### config.mk
export PLATFORM = sky130hd
export DESIGN_NAME = seven_segment_counter_mux_flat
export DESIGN_NICKNAME = d
export VERILOG_FILES = /design/src/rtl/seven_segment_counter_mux_if.sv /design/src/rtl/seven_segment_counter_mux.sv /design/src/flat_wrapper.sv
export SDC_FILE = /design/constraint.sdc
export NUM_CORES = 1
export LEC_CHECK = 0
export CAP_MARGIN = 20
export CORE_ASPECT_RATIO = 1.25
export CORE_MARGIN = 2
export CORE_UTILIZATION = 35
export CTS_BUF_LIST = sky130_fd_sc_hd__clkbuf_8
export CTS_CLUSTER_SIZE = 20
export DETAILED_ROUTE_END_ITERATION = 16
export SLEW_MARGIN = 20
export SYNTH_ARGS = -nofsm -noshare
export SYNTH_HDL_FRONTEND = slang
export SYNTH_SLANG_ARGS = --single-unit
### constraint.sdc
create_clock -name clk -period 5 [get_ports clk]
set_clock_uncertainty 0.1 [all_clocks]
set_input_delay 1 -clock clk [delete_from_list [all_inputs] [get_ports clk]]
set_output_delay 1 -clock clk [all_outputs]
set_load 0.03 [all_outputs]
### src/rtl/seven_segment_counter_mux_if.sv
// Control and display signal bundle for seven_segment_counter_mux.
// The master side drives the count controls; the slave side is the counter/display block.
interface seven_segment_counter_mux_if #(
    parameter int DIGITS = 2
);
    logic              en;
    logic              up;
    logic              clear;
    logic [6:0]        segments;
    logic [DIGITS-1:0] digit_sel;
    logic              tick;
    logic              rollover;

    modport master (
        output en, up, clear,
        input  segments, digit_sel, tick, rollover
    );

    modport slave (
        input  en, up, clear,
        output segments, digit_sel, tick, rollover
    );
endinterface

### src/rtl/seven_segment_counter_mux.sv
// Multi-digit up/down tick counter with time-multiplexed seven-segment drive.
// Define SEVEN_SEG_HEX_EN for hexadecimal digits (0..F); default is BCD (0..9).
module seven_segment_counter_mux #(
    parameter int MAX_COUNT = 10_000_000,
    parameter int DIGITS    = 2,
    parameter int MUX_COUNT = 1000
) (
    input logic                        clk,
    input logic                        rst,
    seven_segment_counter_mux_if.slave bus
);
    localparam int PRE_W = $clog2(MAX_COUNT);
    localparam int SCN_W = (MUX_COUNT > 1) ? $clog2(MUX_COUNT) : 1;
    localparam int IDX_W = (DIGITS > 1) ? $clog2(DIGITS) : 1;
    localparam int VAL_W = 4 * DIGITS;

    localparam logic [PRE_W-1:0] PRE_LAST = PRE_W'(MAX_COUNT - 1);
    localparam logic [PRE_W-1:0] PRE_ONE  = PRE_W'(1);
    localparam logic [SCN_W-1:0] SCN_LAST = SCN_W'(MUX_COUNT - 1);
    localparam logic [SCN_W-1:0] SCN_ONE  = SCN_W'(1);
    localparam logic [IDX_W-1:0] IDX_LAST = IDX_W'(DIGITS - 1);
    localparam logic [IDX_W-1:0] IDX_ONE  = IDX_W'(1);
`ifdef SEVEN_SEG_HEX_EN
    localparam logic [3:0] NIB_LAST = 4'hF;
`else
    localparam logic [3:0] NIB_LAST = 4'h9;
`endif

    // Glyphs outside the configured base decode to blank.
    function automatic logic [6:0] seg_decode(input logic [3:0] nib);
        logic [6:0] seg;
        case (nib)
            4'h0:    seg = 7'h3F;
            4'h1:    seg = 7'h06;
            4'h2:    seg = 7'h5B;
            4'h3:    seg = 7'h4F;
            4'h4:    seg = 7'h66;
            4'h5:    seg = 7'h6D;
            4'h6:    seg = 7'h7D;
            4'h7:    seg = 7'h07;
            4'h8:    seg = 7'h7F;
            4'h9:    seg = 7'h6F;
`ifdef SEVEN_SEG_HEX_EN
            4'hA:    seg = 7'h77;
            4'hB:    seg = 7'h7C;
            4'hC:    seg = 7'h39;
            4'hD:    seg = 7'h5E;
            4'hE:    seg = 7'h79;
            4'hF:    seg = 7'h71;
`endif
            default: seg = 7'h00;
        endcase
        return seg;
    endfunction

    logic [PRE_W-1:0]  pre_r;
    logic [VAL_W-1:0]  value_r;
    logic [SCN_W-1:0]  scn_r;
    logic [IDX_W-1:0]  idx_r;
    logic [6:0]        segments_r;
    logic [DIGITS-1:0] digit_sel_r;
    logic              tick_r;
    logic              rollover_r;

    logic [VAL_W-1:0]  value_next_s;
    logic              carry_s;
    logic              pre_wrap_s;
    logic              scn_wrap_s;
    logic [IDX_W-1:0]  idx_next_s;
    logic [3:0]        sel_nib_s;
    logic [DIGITS-1:0] onehot_s;

    // Ripple increment/decrement of the nibble vector; carry_s left set means every digit wrapped.
    always_comb begin
        value_next_s = value_r;
        carry_s      = 1'b1;
        for (int i = 0; i < DIGITS; i++) begin
            if (carry_s) begin
                if (bus.up) begin
                    if (value_r[i*4 +: 4] == NIB_LAST) begin
                        value_next_s[i*4 +: 4] = 4'h0;
                    end else begin
                        value_next_s[i*4 +: 4] = value_r[i*4 +: 4] + 4'h1;
                        carry_s                = 1'b0;
                    end
                end else begin
                    if (value_r[i*4 +: 4] == 4'h0) begin
                        value_next_s[i*4 +: 4] = NIB_LAST;
                    end else begin
                        value_next_s[i*4 +: 4] = value_r[i*4 +: 4] - 4'h1;
                        carry_s                = 1'b0;
                    end
                end
            end else begin
                value_next_s[i*4 +: 4] = value_r[i*4 +: 4];
            end
        end
    end

    // Scan sequencing: next digit index plus its nibble and one-hot select.
    always_comb begin
        pre_wrap_s = (pre_r == PRE_LAST);
        scn_wrap_s = (scn_r == SCN_LAST);
        if (!scn_wrap_s) begin
            idx_next_s = idx_r;
        end else if (idx_r == IDX_LAST) begin
            idx_next_s = {IDX_W{1'b0}};
        end else begin
            idx_next_s = idx_r + IDX_ONE;
        end
        sel_nib_s = 4'h0;
        onehot_s  = {DIGITS{1'b0}};
        for (int i = 0; i < DIGITS; i++) begin
            sel_nib_s   = (IDX_W'(i) == idx_next_s) ? value_r[i*4 +: 4] : sel_nib_s;
            onehot_s[i] = (IDX_W'(i) == idx_next_s);
        end
    end

    // Prescaler, count value and tick/rollover pulses; clear outranks a coincident tick.
    always_ff @(posedge clk) begin
        if (rst) begin
            pre_r      <= {PRE_W{1'b0}};
            value_r    <= {VAL_W{1'b0}};
            tick_r     <= 1'b0;
            rollover_r <= 1'b0;
        end else if (bus.clear) begin
            pre_r      <= {PRE_W{1'b0}};
            value_r    <= {VAL_W{1'b0}};
            tick_r     <= 1'b0;
            rollover_r <= 1'b0;
        end else if (bus.en && pre_wrap_s) begin
            pre_r      <= {PRE_W{1'b0}};
            value_r    <= value_next_s;
            tick_r     <= 1'b1;
            rollover_r <= carry_s;
        end else if (bus.en) begin
            pre_r      <= pre_r + PRE_ONE;
            tick_r     <= 1'b0;
            rollover_r <= 1'b0;
        end else begin
            tick_r     <= 1'b0;
            rollover_r <= 1'b0;
        end
    end

    // Free-running scan; select and glyph load on the same edge so they never skew.
    always_ff @(posedge clk) begin
        if (rst) begin
            scn_r       <= {SCN_W{1'b0}};
            idx_r       <= {IDX_W{1'b0}};
            digit_sel_r <= DIGITS'(1);
            segments_r  <= 7'h3F;
        end else begin
            scn_r       <= scn_wrap_s ? {SCN_W{1'b0}} : (scn_r + SCN_ONE);
            idx_r       <= idx_next_s;
            digit_sel_r <= onehot_s;
            segments_r  <= seg_decode(sel_nib_s);
        end
    end

    assign bus.segments  = segments_r;
    assign bus.digit_sel = digit_sel_r;
    assign bus.tick      = tick_r;
    assign bus.rollover  = rollover_r;
endmodule

### src/flat_wrapper.sv
// flat-port wrapper written by rule: the top's interface ports become plain ports
module seven_segment_counter_mux_flat 
#(
    parameter int MAX_COUNT = 10_000_000,
    parameter int DIGITS    = 2,
    parameter int MUX_COUNT = 1000
)
  (clk, rst, bus_en, bus_up, bus_clear, bus_segments, bus_digit_sel, bus_tick, bus_rollover);
  seven_segment_counter_mux_if #(.DIGITS(DIGITS)) bus_i ();
  input logic clk;
  input logic rst;
  input wire logic [$bits(bus_i.en)-1:0] bus_en;
  input wire logic [$bits(bus_i.up)-1:0] bus_up;
  input wire logic [$bits(bus_i.clear)-1:0] bus_clear;
  output wire logic [$bits(bus_i.segments)-1:0] bus_segments;
  output wire logic [$bits(bus_i.digit_sel)-1:0] bus_digit_sel;
  output wire logic [$bits(bus_i.tick)-1:0] bus_tick;
  output wire logic [$bits(bus_i.rollover)-1:0] bus_rollover;
  assign bus_i.en = bus_en;
  assign bus_i.up = bus_up;
  assign bus_i.clear = bus_clear;
  assign bus_segments = bus_i.segments;
  assign bus_digit_sel = bus_i.digit_sel;
  assign bus_tick = bus_i.tick;
  assign bus_rollover = bus_i.rollover;
  seven_segment_counter_mux #(.MAX_COUNT(MAX_COUNT), .DIGITS(DIGITS), .MUX_COUNT(MUX_COUNT)) u_core (.clk(clk), .rst(rst), .bus(bus_i));
endmodule
# Yosys cells after proc, flatten, opt, wreduce, memory -nomap -nowiden
# Memory sizes are Yosys's and may differ from the RTL's. A register that Yosys moved wholly into a read port is not among the register bits.
# Index checks and enable logic that the tools add are counted.
[word_totals]
inputBits = 5
ff_bits = 47
romBits = 112
n_memories = 1
[classes]
mux = 16
bitwise_logic = 3
n_reduce_logical = 8
n_addsub = 7
eq_ne = 4
[mem_list]
columns = ["name", "depth", "width", "read_ports", "rd_ports_with_merged_regs", "write_ports", "line", "source"]
rows = [
  ["(no name shown)", 16, 7, 1, 1, 0, "seven_segment_counter_mux.sv:32", "case (nib)"],
]
[op_table]
columns = ["operator", "count"]
rows = [
  ["$mux 4", 7],
  ["$add 24x1->24 const B", 1],
  ["$eq 24x24->1 const B", 1],
  ["$add 10x1->10 const B", 1],
  ["$eq 10x10->1 const B", 1],
  ["$mux 1", 9],
  ["$add 4x1->4 const B", 2],
  ["$eq 4x4->1 const B", 2],
  ["$logic_not 4->1", 2],
  ["$sub 4x1->4 const B", 2],
  ["$reduce_or 2->1", 2],
  ["$reduce_or 4->1", 1],
  ["$not 1->1", 3],
  ["$reduce_or 3->1", 1],
  ["$reduce_and 2->1", 1],
  ["$add 1x1->1 const B", 1],
  ["$logic_and 1x1->1", 1],
]

# Logic depth before layout (Yosys ltp)
[logic_depth]
depth_word = 5
mapped_depth = 9
ltp_nobuf = 9

# Worst setup path before layout
# No wires, ideal clock.
[synth_timing]
path_type = "register to register"
from = "reg u_core.scn_r[0]"
to = "reg u_core.segments_r[3] (netlist: u_core.bus.segments[3])"
t_required_ps = 4778
setup_slack_ps = 2202
path_buffers = 0
path_stages_with_launch = 9
arrival_ps = 2576
period_less_slack_ps = 2798
setup_time_ps = 122
path_cell_list = "dfxtp_1 > ha_1 > nand2_1 > o31a_1 > nor2_8 > mux2_2 > ha_1 > or2_2 > a311o_1"
[synth_between]
elab_chain_len = 3
[synth_rtl]
columns = ["element", "line", "source"]
rows = [
  ["start: declaration", "seven_segment_counter_mux.sv:58", "logic [SCN_W-1:0] scn_r;"],
  ["start signal: assignment", "seven_segment_counter_mux.sv:149", "scn_r <= {SCN_W{1'b0}};"],
  ["start signal: assignment", "seven_segment_counter_mux.sv:154", "scn_r <= scn_wrap_s ? {SCN_W{1'b0}} : (scn_r + SCN_ONE);"],
  ["$eq 10x10->1", "seven_segment_counter_mux.sv:103", "scn_wrap_s = (scn_r == SCN_LAST);"],
  ["$mux 1", "seven_segment_counter_mux.sv:104", "if (!scn_wrap_s) begin"],
  ["$mux 4", "seven_segment_counter_mux.sv:114", "sel_nib_s = (IDX_W'(i) == idx_next_s) ? value_r[i*4 +: 4] : sel_nib_s;"],
  ["end: declaration", "seven_segment_counter_mux.sv:60", "logic [6:0] segments_r;"],
]
# Every way passes these cells.
# A chain may end at the register's enable or synchronous reset.

# Worst setup path in the final report
[layout_timing]
from = "in bus_en"
to = "reg u_core.pre_r[7]"
[layout_between]
elab_chain_len = 2
[layout_rtl]
columns = ["element", "line", "source"]
rows = [
  ["start: declaration", "flat_wrapper.sv:12", "input wire logic [$bits(bus_i.en)-1:0] bus_en;"],
  ["$logic_and 1x1->1", "seven_segment_counter_mux.sv:131", "end else if (bus.en && pre_wrap_s) begin"],
  ["$reduce_or 3->1 (no source line)", "n/a", ""],
  ["end signal: assignment", "seven_segment_counter_mux.sv:127", "pre_r <= {PRE_W{1'b0}};"],
  ["end signal: assignment", "seven_segment_counter_mux.sv:132", "pre_r <= {PRE_W{1'b0}};"],
  ["end signal: assignment", "seven_segment_counter_mux.sv:137", "pre_r <= pre_r + PRE_ONE;"],
  ["end: declaration", "seven_segment_counter_mux.sv:56", "logic [PRE_W-1:0] pre_r;"],
]
# Several ways; a longest one is shown, not always the timed one.

==> flow_summary.toml <==
[yosys]
yosys-top-cells-area = "dfxtp_1, nor2_1, xnor2_1"
syn_nets = 346
ys_types = 60
netlist_area_um2 = 2864
synth_edf_count = 0
synth.avg_cell_area_um2 = 8.601
synthArstFlopShare = 0
syn_inst = 333
yosysWarnings = 0
synth_top_area_share = 0.3705
synth_seq_area_share = 0.3705
ys.flop_type = "dfxtp_1"
synth-seq-cells = 53
yosysTopAreaCell = "dfxtp_1"

[cells_and_area]
drive_above_1_share = 0.07988
instances_no_fill = 433
fillers = 777
area_growth_pct = 9.043
antenna_cells = 0
fin_nets = 350

[cts]
cts_made_buffers = 5
hold_buffers = 0
cts_root_buf = "clkbuf_8"
ctsResizeCount = 0
clkTransAtPathRegs_ns = 0.10
clock_path_buffers = 2
post_cts_buffers = 0
htree_levels = 2
cts.sinks = 53
cts_tree = "done"
clk_latency_ns = 0.31

[timing]
post-route-period-util = 0.6293
fmax_mhz = 317.8
rsz0062_at_grt = "false"
tightest_slew_ns = 0.9045
slew_headroom = 0.3919
hold_slack_ns = 0.3576
final_max_slew_viol_count = 0
hold_viol = 0
period_needed_ns = 3.147
setup_viol = 0
fin_setup_tns_ns = 0

[pwr]
p_int_mw = 0.5309
p_clk_frac = 0.349
p_per_area_nw_per_um2 = 221.4
power.share.switching = 0.2321
max-vdd-ir-drop_v = 0.0002420
seqPwrFrac = 0.617
p_switching_mw = 0.1605
p_leak_nw = 0.9963
power_frac_comb = 0.034

[worst_setup_path]
cp.required_ns = 5.07
endpoint_kind = "flip-flop"
crit_start = "bus_en"
crit_arrival_ns = 3.22
r2r.worst_path.cells = 8
crit_path_max_fanout = 24
startpoint_type = "input port"
crit_path_end = "u_core.pre_r[7]$_SDFFE_PP0P_"
reg2reg_to = "u_core.bus.segments[3]$_SDFF_PP1_"
r2r_slack_ns = 2.04
worstSetupPathType = "in2reg"
r2r_start = "u_core.scn_r[0]$_SDFF_PP0_"

[drt]
ant_nets = 0
via_count = 2227
dr.pass1.iters = 4
wl_per_cell_um = 12.75
wl_met2_um = 2695
drcViolationCount = 0
wl_met3_um = 165
drtIter0Drc = 94
routed.top_layer = "met4"
m1WireLength_um = 2591
vias_per_cell = 5.143
wl_um = 5521

[place]
dp_hpwl_um = 3853
gp_congestion = 0.8570
place_inst = 425
io_buffers = 15

[die]
start_util = 0.3633
core_area_um2 = 7883
die_area_um2 = 8927
die_w_um = 84.91
rows = 36
die_h_um = 105.1
ios = 16

[flow_run]
drv_cap = 0

[global_route]
grt_pass1_vias = 2069
grt.overflow.total = 0
grt_pass1_wl_um = 9653
grt_use_total = 0.1304
grt_max_degree = 25
antenna_found_initial = 0

[outcome]
status = "complete, no violations"

[worst_hold_path]
hold_path.class = "reg2reg"
## layout make-up
cell class                      count  area, um2  share of cell area
Multi-Input combinational cell    248       1654              0.5296
Timing Repair Buffer               15      150.1             0.04808
Inverter                           14      52.55             0.01683
Clock inverter                      3      17.52            0.005609
Clock buffer                        5      68.82             0.02204
Sequential cell                    53       1061              0.3397
Tap cell                           95      118.9             0.03806
## sequential cells by signal, indices dropped and copies added (netlist names)
name	flops
u_core.scn_r	10
u_core.bus.tick	1
u_core.value_r	8
u_core.bus.segments	7
u_core.bus.rollover	1
u_core.pre_r	24
u_core.bus.digit_sel	2
## cells by family after synthesis
| group | Yosys count | synth area share |
|---|---|---|
| AO/OA/AOI/OAI | 47 | 0.1210 |
| XOR/XNOR | 35 | 0.1070 |
| adder cells (fa/ha/maj) | 8 | 0.03495 |
| buffers and inverters | 32 | 0.05199 |
| flip-flops | 53 | 0.3705 |
| multiplexers | 5 | 0.01791 |
| AND/OR/NAND/NOR | 153 | 0.2966 |
## placed cells by master, fill, tap and decap left out, drive strengths merged, types with 2 or more instances in the layout
master / n
nor2: 61
dfxtp: 53
nand2: 25
xnor2: 24
inv: 16
clkdlybuf4s50: 15
nand3: 15
o21ai: 13
xor2: 11
nor3: 10
a21oi: 9
nor4: 9
ha: 8
and3: 5
clkbuf: 5
nand4: 5
mux2i: 4
nor2b: 4
and2: 3
a211o: 3
a311o: 3
o31ai: 3
or2: 3
nor4b: 2
or3: 2
a31oi: 2
and4: 2
## stage by stage
stage | utilization | area (um2) | setup slack (ns) | power, mW
4_1_cts | 0.3962 | 3123 | 1.838 | 0.7035
6_report | 0.3962 | 3123 | 1.853 | 0.6913
2_1_floorplan | - | 2864 | 2.202 | 0.4532
3_3_place_gp | 0.3852 | 3037 | 1.554 | 0.4596
5_1_grt | 0.3962 | 3123 | 1.665 | 0.7255
3_5_place_dp | 0.3852 | 3037 | 1.488 | 0.4602
## worst max-delay path, stage by stage
cell and delay (ns):
clkdlybuf4s50_1 0.58, and4_2 0.33, nand3_2 0.15, or2_1 0.37
nand2_1 0.67, nor2_1 0.11
## worst min-delay path by stage
| stage | depth (start not counted) | to | startpoint |
|---|---|---|---|
| final | 1 | u_core.scn_r[0]$_SDFF_PP0_ | u_core.scn_r[0]$_SDFF_PP0_ |
| after CTS | 1 | u_core.scn_r[0]$_SDFF_PP0_ | u_core.scn_r[0]$_SDFF_PP0_ |
| after global placement | 1 | u_core.scn_r[0]$_SDFF_PP0_ | u_core.scn_r[0]$_SDFF_PP0_ |
| after detailed placement | 1 | u_core.scn_r[0]$_SDFF_PP0_ | u_core.scn_r[0]$_SDFF_PP0_ |
| after global routing | 1 | u_core.scn_r[0]$_SDFF_PP0_ | u_core.scn_r[0]$_SDFF_PP0_ |
| after floorplan | 1 | u_core.scn_r[0]$_SDFF_PP0_ | u_core.scn_r[0]$_SDFF_PP0_ |
## power by group through the flow
stage	Sequential, mW	Clock, mW	Combinational (mW)
floorplan	0.436	0	0.0172
global placement	0.436	0	0.0234
detailed placement	0.436	0	0.0238
CTS	0.427	0.253	0.0238
global route	0.427	0.272	0.0266
finish	0.427	0.241	0.0235
## metal layers
metal | vias to the layer above | global-route usage
met5 | - | 0
met4 | 0 | 0.03968
met3 | 5 | 0.03081
met2 | 27 | 0.2188
met1 | 1042 | 0.1644
li1 | 1153 | -
## synth_stat cells (all sizes together) (8+ instances only)
library cell / instances
a21oi: 9
buf: 8
nor3: 10
ha: 8
clkbuf: 10
nand3: 15
nor4: 9
xor2: 11
xnor2: 24
nand2: 25
o21ai: 13
inv: 14
dfxtp: 53
nor2: 61
Power figures use the tool's default switching activity.
